==> src/rtl/rom_port_arbiter_pkg.sv <==
// Shared types for the boot-ROM port arbiter: slot state encodings, ROM geometry, window test.
// No timing of its own; the slot FSM and arbiter import these.
package rom_port_arbiter_pkg;

  localparam int ROM_AW = 9;
  localparam int ROM_DW = 32;

  typedef enum logic [1:0] {
    SLOT_IDLE = 2'd0,
    SLOT_PEND = 2'd1,
    SLOT_FULL = 2'd2
  } slot_state_t;

  typedef enum logic {
    GNT_I = 1'b0,
    GNT_D = 1'b1
  } port_t;

  // Any set bit above the ROM word-address field puts the access outside the boot window.
  function automatic logic out_of_window(input logic [31:0] addr, input int unsigned aw);
    return (addr >> (aw + 2)) != 32'd0;
  endfunction

endpackage

==> src/rtl/rom_port_arbiter_if.sv <==
// Requester handshakes and the shared ROM read port; slave = arbiter side, master = core/ROM side.
// Combinational bundle, no latency; backpressure is carried by i_rdy/d_rdy.
interface rom_port_arbiter_if #(
  parameter int AW = 9,
  parameter int DW = 32
);
  logic          i_req;
  logic [31:0]   i_addr;
  logic          i_gnt;
  logic          i_valid;
  logic          i_rdy;
  logic [DW-1:0] i_data;
  logic          d_req;
  logic [31:0]   d_addr;
  logic          d_gnt;
  logic          d_valid;
  logic          d_rdy;
  logic [DW-1:0] d_data;
  logic          rom_en;
  logic [AW-1:0] rom_addr;
  logic [DW-1:0] rom_do;

  modport slave (
    input  i_req, i_addr, i_rdy, d_req, d_addr, d_rdy, rom_do,
    output i_gnt, i_valid, i_data, d_gnt, d_valid, d_data, rom_en, rom_addr
  );

  modport master (
    output i_req, i_addr, i_rdy, d_req, d_addr, d_rdy, rom_do,
    input  i_gnt, i_valid, i_data, d_gnt, d_valid, d_data, rom_en, rom_addr
  );
endinterface

==> src/rtl/rom_port_arbiter_slot.sv <==
// Per-requester response slot: captures one ROM read, presenting it 2 cycles after grant.
// Holds valid/data until rdy; eligible again only when empty or draining in the same cycle.
module rom_resp_slot
  import rom_port_arbiter_pkg::*;
#(
  parameter int DW = 32
) (
  input  logic          clk,
  input  logic          rst,
  input  logic          req_i,
  input  logic          gnt_i,
  input  logic          rdy_i,
  input  logic          zero_i,
  input  logic [DW-1:0] rom_do_i,
  output logic          elig_o,
  output logic          valid_o,
  output logic [DW-1:0] data_o
);

  slot_state_t   state_q, state_d;
  logic          zero_q, zero_d;
  logic [DW-1:0] data_q, data_d;

  always_ff @(posedge clk or posedge rst) begin
    if (rst) begin
      state_q <= SLOT_IDLE;
      zero_q  <= 1'b0;
      data_q  <= '0;
    end else begin
      state_q <= state_d;
      zero_q  <= zero_d;
      data_q  <= data_d;
    end
  end

  always_comb begin
    state_d = state_q;
    zero_d  = zero_q;
    data_d  = data_q;
    unique case (state_q)
      SLOT_IDLE: begin
        if (gnt_i) begin
          state_d = SLOT_PEND;
          zero_d  = zero_i;
        end
      end
      SLOT_PEND: begin
        // ROM output is valid this cycle; zero_q marks a read that never enabled the ROM.
        state_d = SLOT_FULL;
        data_d  = zero_q ? '0 : rom_do_i;
      end
      SLOT_FULL: begin
        if (rdy_i) begin
          if (gnt_i) begin
            state_d = SLOT_PEND;
            zero_d  = zero_i;
          end else begin
            state_d = SLOT_IDLE;
          end
        end
      end
      default: state_d = SLOT_IDLE;
    endcase
  end

  assign elig_o  = req_i & ((state_q == SLOT_IDLE) | ((state_q == SLOT_FULL) & rdy_i));
  assign valid_o = (state_q == SLOT_FULL);
  assign data_o  = data_q;

endmodule

==> src/rtl/rom_port_arbiter.sv <==
// Shares one synchronous ROM read port between fetch and data requesters, round-robin on conflict.
// Grant same cycle as req, response valid 2 cycles later; a full slot blocks its port until rdy.
module rom_port_arbiter
  import rom_port_arbiter_pkg::*;
#(
  parameter int AW        = ROM_AW,
  parameter int DW        = ROM_DW,
  parameter int IDLE_ZERO = 1
) (
  input  logic               clk,
  input  logic               rst,
  rom_port_arbiter_if.slave  bus
);

  logic  i_elig, d_elig;
  logic  i_gnt, d_gnt;
  logic  i_zero, d_zero;
  port_t last_q, last_d;

  assign i_zero = (IDLE_ZERO != 0) && out_of_window(bus.i_addr, AW);
  assign d_zero = (IDLE_ZERO != 0) && out_of_window(bus.d_addr, AW);

  always_comb begin
    i_gnt = 1'b0;
    d_gnt = 1'b0;
    if (!rst) begin
      if (i_elig && d_elig) begin
        i_gnt = (last_q == GNT_D);
        d_gnt = (last_q == GNT_I);
      end else begin
        i_gnt = i_elig;
        d_gnt = d_elig;
      end
    end
    last_d = last_q;
    if (i_gnt)      last_d = GNT_I;
    else if (d_gnt) last_d = GNT_D;
  end

  // Reset to D so the first conflict after reset goes to fetch.
  always_ff @(posedge clk or posedge rst) begin
    if (rst) last_q <= GNT_D;
    else     last_q <= last_d;
  end

  assign bus.i_gnt    = i_gnt;
  assign bus.d_gnt    = d_gnt;
  assign bus.rom_en   = (i_gnt & ~i_zero) | (d_gnt & ~d_zero);
  assign bus.rom_addr = d_gnt ? bus.d_addr[AW+1:2] : bus.i_addr[AW+1:2];

  rom_resp_slot #(.DW(DW)) u_i_slot (
    .clk      (clk),
    .rst      (rst),
    .req_i    (bus.i_req),
    .gnt_i    (i_gnt),
    .rdy_i    (bus.i_rdy),
    .zero_i   (i_zero),
    .rom_do_i (bus.rom_do),
    .elig_o   (i_elig),
    .valid_o  (bus.i_valid),
    .data_o   (bus.i_data)
  );

  rom_resp_slot #(.DW(DW)) u_d_slot (
    .clk      (clk),
    .rst      (rst),
    .req_i    (bus.d_req),
    .gnt_i    (d_gnt),
    .rdy_i    (bus.d_rdy),
    .zero_i   (d_zero),
    .rom_do_i (bus.rom_do),
    .elig_o   (d_elig),
    .valid_o  (bus.d_valid),
    .data_o   (bus.d_data)
  );

endmodule

==> src/flat_wrapper.sv <==
// flat-port wrapper written by rule: the top's interface ports become plain ports
module rom_port_arbiter_flat import rom_port_arbiter_pkg::*;
#(
  parameter int AW        = ROM_AW,
  parameter int DW        = ROM_DW,
  parameter int IDLE_ZERO = 1
)
  (clk, rst, bus_i_req, bus_i_addr, bus_i_rdy, bus_d_req, bus_d_addr, bus_d_rdy, bus_rom_do, bus_i_gnt, bus_i_valid, bus_i_data, bus_d_gnt, bus_d_valid, bus_d_data, bus_rom_en, bus_rom_addr);
  rom_port_arbiter_if #(.AW(AW), .DW(DW)) bus_i ();
  input  logic clk;
  input  logic rst;
  input wire logic [$bits(bus_i.i_req)-1:0] bus_i_req;
  input wire logic [$bits(bus_i.i_addr)-1:0] bus_i_addr;
  input wire logic [$bits(bus_i.i_rdy)-1:0] bus_i_rdy;
  input wire logic [$bits(bus_i.d_req)-1:0] bus_d_req;
  input wire logic [$bits(bus_i.d_addr)-1:0] bus_d_addr;
  input wire logic [$bits(bus_i.d_rdy)-1:0] bus_d_rdy;
  input wire logic [$bits(bus_i.rom_do)-1:0] bus_rom_do;
  output wire logic [$bits(bus_i.i_gnt)-1:0] bus_i_gnt;
  output wire logic [$bits(bus_i.i_valid)-1:0] bus_i_valid;
  output wire logic [$bits(bus_i.i_data)-1:0] bus_i_data;
  output wire logic [$bits(bus_i.d_gnt)-1:0] bus_d_gnt;
  output wire logic [$bits(bus_i.d_valid)-1:0] bus_d_valid;
  output wire logic [$bits(bus_i.d_data)-1:0] bus_d_data;
  output wire logic [$bits(bus_i.rom_en)-1:0] bus_rom_en;
  output wire logic [$bits(bus_i.rom_addr)-1:0] bus_rom_addr;
  assign bus_i.i_req = bus_i_req;
  assign bus_i.i_addr = bus_i_addr;
  assign bus_i.i_rdy = bus_i_rdy;
  assign bus_i.d_req = bus_d_req;
  assign bus_i.d_addr = bus_d_addr;
  assign bus_i.d_rdy = bus_d_rdy;
  assign bus_i.rom_do = bus_rom_do;
  assign bus_i_gnt = bus_i.i_gnt;
  assign bus_i_valid = bus_i.i_valid;
  assign bus_i_data = bus_i.i_data;
  assign bus_d_gnt = bus_i.d_gnt;
  assign bus_d_valid = bus_i.d_valid;
  assign bus_d_data = bus_i.d_data;
  assign bus_rom_en = bus_i.rom_en;
  assign bus_rom_addr = bus_i.rom_addr;
  rom_port_arbiter #(.AW(AW), .DW(DW), .IDLE_ZERO(IDLE_ZERO)) u_core (.clk(clk), .rst(rst), .bus(bus_i));
endmodule
==> config.mk <==
export PLATFORM = sky130hd
export DESIGN_NAME = rom_port_arbiter_flat
export DESIGN_NICKNAME = d
export VERILOG_FILES = /design/src/rtl/rom_port_arbiter_pkg.sv /design/src/rtl/rom_port_arbiter_if.sv /design/src/rtl/rom_port_arbiter_slot.sv /design/src/rtl/rom_port_arbiter.sv /design/src/flat_wrapper.sv
export SDC_FILE = /design/constraint.sdc
export NUM_CORES = 1
export LEC_CHECK = 0
export CORE_ASPECT_RATIO = 1.25
export CORE_MARGIN = 1
export CORE_UTILIZATION = 25
export DETAILED_ROUTE_END_ITERATION = 7
export DONT_BUFFER_PORTS = 1
export PLACE_DENSITY = 0.4
export SLEW_MARGIN = 20
export SYNTH_ARGS = -nofsm -noshare
export SYNTH_HDL_FRONTEND = slang
export SYNTH_SLANG_ARGS = --single-unit
==> constraint.sdc <==
create_clock -name clk -period 8.4 [get_ports clk]
set_input_delay 1.68 -clock clk [delete_from_list [all_inputs] [get_ports clk]]
set_output_delay 1.68 -clock clk [all_outputs]
set_load 0.02 [all_outputs]
==> flow_summary.yaml, run 1 <==
setup_path:
  cp.arrival_ns: 3.15
  crit_path_max_fanout: 2
  cp_top_family: "simple AND/OR/NAND/NOR gates"
  worst_setup_path_start_kind: "input port"
  endpoint_kind: "primary output"
  worst-path-buf-inv: 0
  criticalPathCategory: "in2out"
  slowest_stage: "or4_1"
  crit_path_frequent_cell: "or4_1"
  cp.required_ns: 6.72
  worstPathCellList: "or4_1 -> or4_1 -> o22ai_1"
  slowest_delay_ns: 0.54
cells_and_area:
  final_core_util_pct: 29.5
  syn2layout_area_growth_pct: 14.1
  drive_gt1_share_pct: 9.70
  final_cells: 495
  nNetsFinal: 427
  fillCellCount: 1358
clocking:
  cts_tree: "done"
  h-tree-depth: 3
  cts_num_sinks: 71
  cts_buffers: 9
  cts_buffer_depth: 2
  post-cts-setup-buffer-count: 0
  hold_buffers: 0
  cts-resized-gates: 0
  clk_latency_ns: 0.33
  clk_pin_slew_ns: 0.05
  clock-root-buffer: "clkbuf_16"
placement:
  placed_cells: 478
  gp_congestion: 0.831
  dp.final_hpwl_mm: 6.10
  portBuffers: 0
sta:
  tns_ns: 0
  worst_pin_slew_ns: 1.07
  slew_violations: 0
  fin_skew_ns: 0.00840
  max-slew-margin-rel_pct: 28.7
  setup_viol: 0
  fin_hold_ws_ns: 0.497
  max_freq_mhz: 207
  period_needed_ns: 4.83
  rsz0062_at_grt: "no"
  hold_viol_final: 0
  period_share_pct: 57.5
floorplanning:
  dieArea_mm2: 0.0131
  start_util_pct: 25.8
  die_h_um: 128
  rows: 45
  dieWidth_um: 103
  io_pins: 180
  coreArea_mm2: 0.0123
pwr:
  p_leak_uw: 0.00147
  max-vdd-ir-drop_mv: 0.111
  cellPowerDensity_mw_per_mm2: 221
drt:
  wl_mm: 8.69
  via_per_inst: 4.59
  drtIter0Drc: 60
  vias: 2271
  antenna_left: 0
  route.detailed.drc: 0
  dr.pass1.iters: 4
  wire_per_inst_um: 17.6
yosys:
  netlist_area_mm2: 0.00317
  synth_ff_type: "dfrtp_1"
  yosys-top-cells-count: "dfrtp_1, nand2b_1, o21ai_0"
  yosysTopAreaCell: "dfrtp_1"
  synth.most_common_cell: "dfrtp_1"
  yosys_warnings: 0
  synth_cell_types: 23
  seq_area_frac_synth_pct: 56.1
  synth_cells: 332
  synth-async-reset-ratio_pct: 100
  synth_edf_count: 0
  synth_nets: 434
  synth_top_area_share_pct: 55.2
  syn_avg_cell_area_um2: 9.55
  ys_top_cells_by_area: "dfrtp_1, nand2b_1, o21ai_0, nand2_1, mux2_2"
  ys_seq_elements: 71
global_route:
  grt_max_degree: 72
  grt_pass1_wl_mm: 12.9
  first_global_vias: 2376
  grt-ovfl-total: 0
  antenna_found_initial: 1
  grt_usage_pct: 13.5
hold_path:
  hold_path_class: "reg2reg"
status:
  outcome: "completed"
run:
  maxCapViolCount: 0
layer usage:
layer / global-route usage, % / share of wire (%) / wire length (um)
met2: 23.7 / 51 / 4430
met5: 0 / 0 / 0
met1: 13.9 / 36 / 3160
met4: 7.37 / 3.4 / 296
met3: 4.69 / 9.3 / 807
worst reg2reg max path, delay by kind of cell, from the launching register on:
family	cells	cell delay [ns]
flops	1	0.38
mux	1	0.32
simple gates	2	0.46
compound gates	1	0.27
buf+inv	1	0.27
path summary, 6_finish.rpt:
| kind | startpoint | end | slack (ns) | cells past startpoint |
|---|---|---|---|---|
| min in group asynchronous | rst | u_core.u_i_slot.zero_q | 1.54 | 2 |
| worst min-delay path | u_core.last_q | u_core.last_q | 0.50 | 1 |
| worst max-delay path | bus_i_addr[13] | bus_rom_en | 3.57 | 3 |
| max in group asynchronous | rst | u_core.u_i_slot.data_o[31] | 6.25 | 2 |
| worst min register to register | u_core.last_q | u_core.last_q | 0.50 | 1 |
| worst max register to register | u_core.u_i_slot.state_q[1] | u_core.u_i_slot.zero_q | 6.59 | 5 |
where the power goes:
group / total (uW) / switching [uW] / internal, uW
logic: 56.5 / 42.4 / 14.1
clock network: 377 / 140 / 237
registers: 367 / 14.9 / 353
cell families after synthesis:
logic type,synth area share [%]
compound gates,11.0
buf+inv,3.35
flops,56.1
mux,4.34
simple gates,25.2
registers in the layout, indices dropped and copies added (netlist names):
signal / flops
u_core.u_i_slot.zero_q: 1
u_core.last_q: 1
u_core.u_d_slot.zero_q: 1
u_core.u_d_slot.data_o: 32
u_core.u_d_slot.state_q: 2
u_core.u_i_slot.state_q: 2
u_core.u_i_slot.data_o: 32
layout by cell type, fill, tap and decap left out, types with 2 or more instances in the layout:
cell / synthesis / routed
nand4_1: 2 / 2
clkbuf_1: 19 / 2
dfrtp_1: 70 / 70
mux2_2: 10 / 10
nor3_1: 2 / 2
nand2b_1: 69 / 67
buf_4: 0 / 3
nand2b_2: 0 / 2
nand2_1: 64 / 64
nor4_1: 6 / 6
o21ai_0: 67 / 67
clkbuf_16: 0 / 9
or4_1: 4 / 4
inv_1: 7 / 6
clkinv_2: 0 / 3
layout make-up:
type                    instances  area (um2)  share of cell area, %
repair buffers                  3        22.5                  0.622
well taps                     164         205                   5.67
flip-flops and latches         71        1780                   49.1
clock buffers                  12         246                   6.81
inverters                       7        26.3                  0.726
diodes                          1        2.50                 0.0692
clock inverters                 4        45.0                   1.24
multi-input cells             233        1290                   35.7
stage by stage:
stage / area, um2 / worst slack [ns] / total power [uW]
2_1_floorplan: 3170 / 2.47 / 418
3_3_place_gp: 3320 / 3.55 / 432
3_5_place_dp: 3320 / 3.56 / 432
4_1_cts: 3620 / 3.56 / 817
5_1_grt: 3620 / 3.54 / 839
6_report: 3620 / 3.57 / 800
Power figures use the tool's default switching activity.
==> inputs of run 2 (changes only) <==
==> constraint.sdc (replaced) <==
create_clock -name clk -period 5 [get_ports clk]
set_input_delay 1 -clock clk [delete_from_list [all_inputs] [get_ports clk]]
set_output_delay 1 -clock clk [all_outputs]
set_load 0.02 [all_outputs]
==> flow_summary.yaml, run 2 (same netlist as run 1, synthesis figures left out) <==
hold_path:
  hold_path_class: "reg2reg"
  hp-start: "u_core.last_q"
setup_path:
  cp_num_cells: 3
  criticalPathCategory: "in2out"
  reg2reg_from: "u_core.u_i_slot.state_q[1]"
  cp.arrival_ns: 2.47
  cp.required_ns: 4.00
  crit_path_max_fanout: 2
  slowest_delay_ns: 0.54
  r2r-end: "u_core.u_i_slot.zero_q"
  critPathCapture: "bus_rom_en"
  worst-path-buf-inv: 0
  worst_setup_path_start_kind: "input port"
  cp_top_family: "simple AND/OR/NAND/NOR gates"
  reg2reg_depth: 5
  worstPathCellList: "or4_1 -> or4_1 -> o22ai_1"
  critical_path.startpoint: "bus_d_addr[13]"
  slowest_stage: "or4_1"
  crit_path_frequent_cell: "or4_1"
  endpoint_kind: "primary output"
  reg2reg_slack_ns: 3.18
drt:
  wl_mm: 8.78
  wire_per_inst_um: 17.7
  vias: 2213
  via_per_inst: 4.47
  route.detailed.drc: 0
  dr.pass1.iters: 4
  antenna_left: 0
  drtIter0Drc: 63
cells_and_area:
  final_cell_mix: "dfrtp_1, nand2b_1, o21ai_0"
  drive_gt1_share_pct: 10.3
  nNetsFinal: 427
  final_common_cell: "dfrtp_1"
  syn2layout_area_growth_pct: 13.7
sta:
  max-slew-margin-rel_pct: 38.0
  max_freq_mhz: 288
  slew_violations: 0
  fin_skew_ns: 0.00680
  period_needed_ns: 3.47
  rsz0062_at_grt: "no"
  tns_ns: 0
  worst_pin_slew_ns: 0.930
  worst_slack_ns: 1.53
  period_share_pct: 69.4
  setup_viol: 0
  hold_viol_final: 0
floorplanning:
  dieWidth_um: 103
  coreArea_mm2: 0.0123
  io_pins: 180
  dieArea_mm2: 0.0131
  rows: 45
  die_h_um: 128
  start_util_pct: 25.8
clocking:
  cts_buffers: 9
  cts_buffer_depth: 2
  clk_pin_slew_ns: 0.06
  cts-resized-gates: 0
  clk_latency_ns: 0.33
  h-tree-depth: 3
  post-cts-setup-buffer-count: 0
  cts_num_sinks: 71
  cts_tree: "done"
  hold_buffers: 0
  clock-root-buffer: "clkbuf_16"
placement:
  portBuffers: 0
  gp_congestion: 0.808
  place_ws_ns: 1.52
  dp.final_hpwl_mm: 6.05
global_route:
  first_global_vias: 2386
  antenna_found_initial: 1
  grt-ovfl-total: 0
  grt_usage_pct: 14.0
  grt_pass1_wl_mm: 13.3
  grt_max_degree: 72
pwr:
  max-vdd-ir-drop_mv: 0.123
  cellPowerDensity_mw_per_mm2: 364
  p_leak_uw: 0.00146
run:
  maxCapViolCount: 0
status:
  outcome: "completed"
run 2: cell types whose count changed in the layout (fill, tap and decap cells not counted), sizes merged:
cell / change
clkinvlp: +1
bufinv: -1
clkbuf: +1
clkinv: -1
run 2: stage by stage:
step | utilization (%) | total power [uW] | instance area [um2] | hold WS [ns] | cells
floorplan | - | 703 | 3170 | 0.472 | 332
global placement | 27.1 | 726 | 3320 | 0.480 | 478
detailed placement | 27.1 | 727 | 3320 | 0.488 | 478
CTS | 29.3 | 1340 | 3600 | 0.496 | 494
global route | 29.4 | 1380 | 3610 | 0.504 | 495
finish | 29.4 | 1310 | 3610 | 0.491 | 495
run 2: worst min-delay path by stage:
stage	end	slack, ns	cells past startpoint
final	u_core.last_q	0.49	1
after global routing	u_core.last_q	0.50	1
after CTS	u_core.last_q	0.50	1
after detailed placement	u_core.last_q	0.49	1
after global placement	u_core.last_q	0.48	1
after floorplan	u_core.last_q	0.47	1
run 2: final cells by class:
type	instances	area (um2)
antenna	1	2.50
clock buffer	13	260
clock inverter	3	17.5
fill	1347	8670
inverter	7	26.3
multi-input combinational	233	1290
sequential	71	1780
tap	164	205
timing repair buffer	3	22.5
run 2: worst reg2reg max path, cell delays in order (launching register included):
cell and delay, ns:
dfrtp_1 0.38, nor2b_1 0.15, nor4b_1 0.34, o21ai_0 0.26, inv_1 0.25, mux2_4 0.32
run 2: per-layer routing:
metal	up-vias	part of all wire, %	track usage [%]	wire length, um
li1	1077	-	-	-
met3	16	9.8	5.56	860
met2	134	50	23.7	4390
met1	986	37	14.6	3230
met4	0	3.4	7.79	302
met5	-	0	0	0
run 2: where the power goes:
group | internal [uW] | switching, uW | total (uW) | leakage (uW)
Sequential | 592 | 25.0 | 617 | 0.000974
Clock | 361 | 239 | 600 | 0.000136
Combinational | 23.7 | 70.7 | 94.3 | 0.000352
==> inputs of run 3 (changes only) <==
==> constraint.sdc (replaced) <==
create_clock -name clk -period 3.3 [get_ports clk]
set_input_delay 0.66 -clock clk [delete_from_list [all_inputs] [get_ports clk]]
set_output_delay 0.66 -clock clk [all_outputs]
set_load 0.02 [all_outputs]
==> flow_summary.yaml, run 3 (same netlist as run 1, synthesis figures left out) <==
drt:
  antenna_left: 0
  via_per_inst: 4.54
  route.detailed.drc: 0
  dr.pass1.iters: 4
  vias: 2249
  wl_mm: 8.48
  wire_per_inst_um: 17.1
  drtIter0Drc: 55
clocking:
  hold_buffers: 0
  cts_buffers: 9
  h-tree-depth: 3
  cts_num_sinks: 71
  clk_latency_ns: 0.33
  clk_pin_slew_ns: 0.06
  post-cts-setup-buffer-count: 0
  cts_buffer_depth: 2
  cts-resized-gates: 0
  clock-root-buffer: "clkbuf_16"
  cts_tree: "done"
floorplanning:
  io_pins: 180
  die_h_um: 128
  rows: 45
  coreArea_mm2: 0.0123
  dieWidth_um: 103
  dieArea_mm2: 0.0131
  start_util_pct: 25.8
status:
  outcome: "completed"
sta:
  max_freq_mhz: 355
  slew_violations: 0
  setup_viol: 0
  period_share_pct: 85.5
  worst_slack_ns: 0.480
  period_needed_ns: 2.82
  rsz0062_at_grt: "no"
  max-slew-margin-rel_pct: 34.3
  fin_hold_ws_ns: 0.433
  fin_skew_ns: 0.00559
  hold_viol_final: 0
  worst_pin_slew_ns: 0.986
cells_and_area:
  syn2layout_area_growth_pct: 16.7
  drive_gt1_share_pct: 10.9
  final_common_cell: "dfrtp_1"
  final_cell_mix: "dfrtp_1, nand2b_1, o21ai_0"
  nNetsFinal: 427
  fillCellCount: 1316
pwr:
  p_leak_uw: 0.00151
  pwr-share-seq_pct: 41.4
  intPower_uw: 1740
  pwr-share-comb_pct: 6.4
  p_switching_uw: 520
  p_total_uw: 2260
  max-vdd-ir-drop_mv: 0.273
  cellPowerDensity_mw_per_mm2: 610
  p_sw_share_pct: 23.0
  clkPwrFrac_pct: 52.2
setup_path:
  worst-path-buf-inv: 0
  cp.arrival_ns: 2.16
  endpoint_kind: "primary output"
  criticalPathCategory: "in2out"
  cp.required_ns: 2.64
  cp_top_family: "simple AND/OR/NAND/NOR gates"
  slowest_delay_ns: 0.57
  slowest_stage: "or4_1"
  reg2reg_slack_ns: 1.51
  crit_path_max_fanout: 2
  crit_path_frequent_cell: "or4_1"
  worstPathCellList: "or4_1 -> or4_1 -> o22ai_1"
  worst_setup_path_start_kind: "input port"
global_route:
  antenna_found_initial: 1
  grt_max_degree: 72
  grt_pass1_wl_mm: 12.8
  grt-ovfl-total: 0
  grt_usage_pct: 13.5
  first_global_vias: 2335
placement:
  portBuffers: 0
  place_ws_ns: 0.468
  gp_congestion: 0.855
  dp.final_hpwl_mm: 5.87
hold_path:
  hold_path_class: "in2reg"
run:
  maxCapViolCount: 0
-- run 3: layout make-up --
cell class / count / area [um2] / area share (%)
Multi-Input combinational cell: 233 / 1300 / 35.0
Inverter: 7 / 30.0 / 0.811
Clock buffer: 12 / 267 / 7.20
Timing Repair Buffer: 3 / 22.5 / 0.608
Sequential cell: 71 / 1780 / 48.1
Clock inverter: 4 / 98.8 / 2.67
Tap cell: 164 / 205 / 5.54
Antenna cell: 1 / 2.50 / 0.0676
-- run 3: path summary, 6_finish.rpt --
path,depth (start not counted),endpoint,start
max,3,bus_rom_en,bus_d_addr[13]
min reg2reg,1,u_core.last_q,u_core.last_q
max in group asynchronous,2,u_core.u_d_slot.zero_q,rst
min in group asynchronous,2,u_core.u_d_slot.state_q[0],rst
max reg2reg,4,u_core.u_i_slot.data_o[15],u_core.u_i_slot.state_q[1]
min,1,u_core.u_i_slot.state_q[1],bus_i_rdy
-- run 3: power by group through the flow --
stage               Sequential (uW)  Combinational [uW]  Clock (uW)
floorplan                       944                 124           0
global placement                951                 151           0
detailed placement              951                 152           0
CTS                             935                 152        1210
global route                    938                 165        1250
finish                          935                 145        1180
-- run 3: metal layers --
metal	global-route usage, %	part of all wire (%)	up-vias
met5	0	0	-
met4	6.79	2.3	0
met3	4.03	7.9	10
met2	24.1	53	126
met1	13.9	37	1029
li1	-	-	1084
-- run 3: per-stage QoR --
stage               area, um2  TNS [ns]  instances  utilization [%]
floorplan                3190    -0.573        332                -
global placement         3330         0        478             27.1
detailed placement       3330         0        478             27.1
CTS                      3700         0        494             30.1
global route             3700         0        495             30.2
finish                   3700         0        495             30.2
-- run 3: worst register-to-register path, cell delays in order (launching register included) --
cell      delay (ns)
dfrtp_1         0.39
nand2b_2        0.66
buf_4           0.43
nand2_1         0.08
o21ai_0         0.07
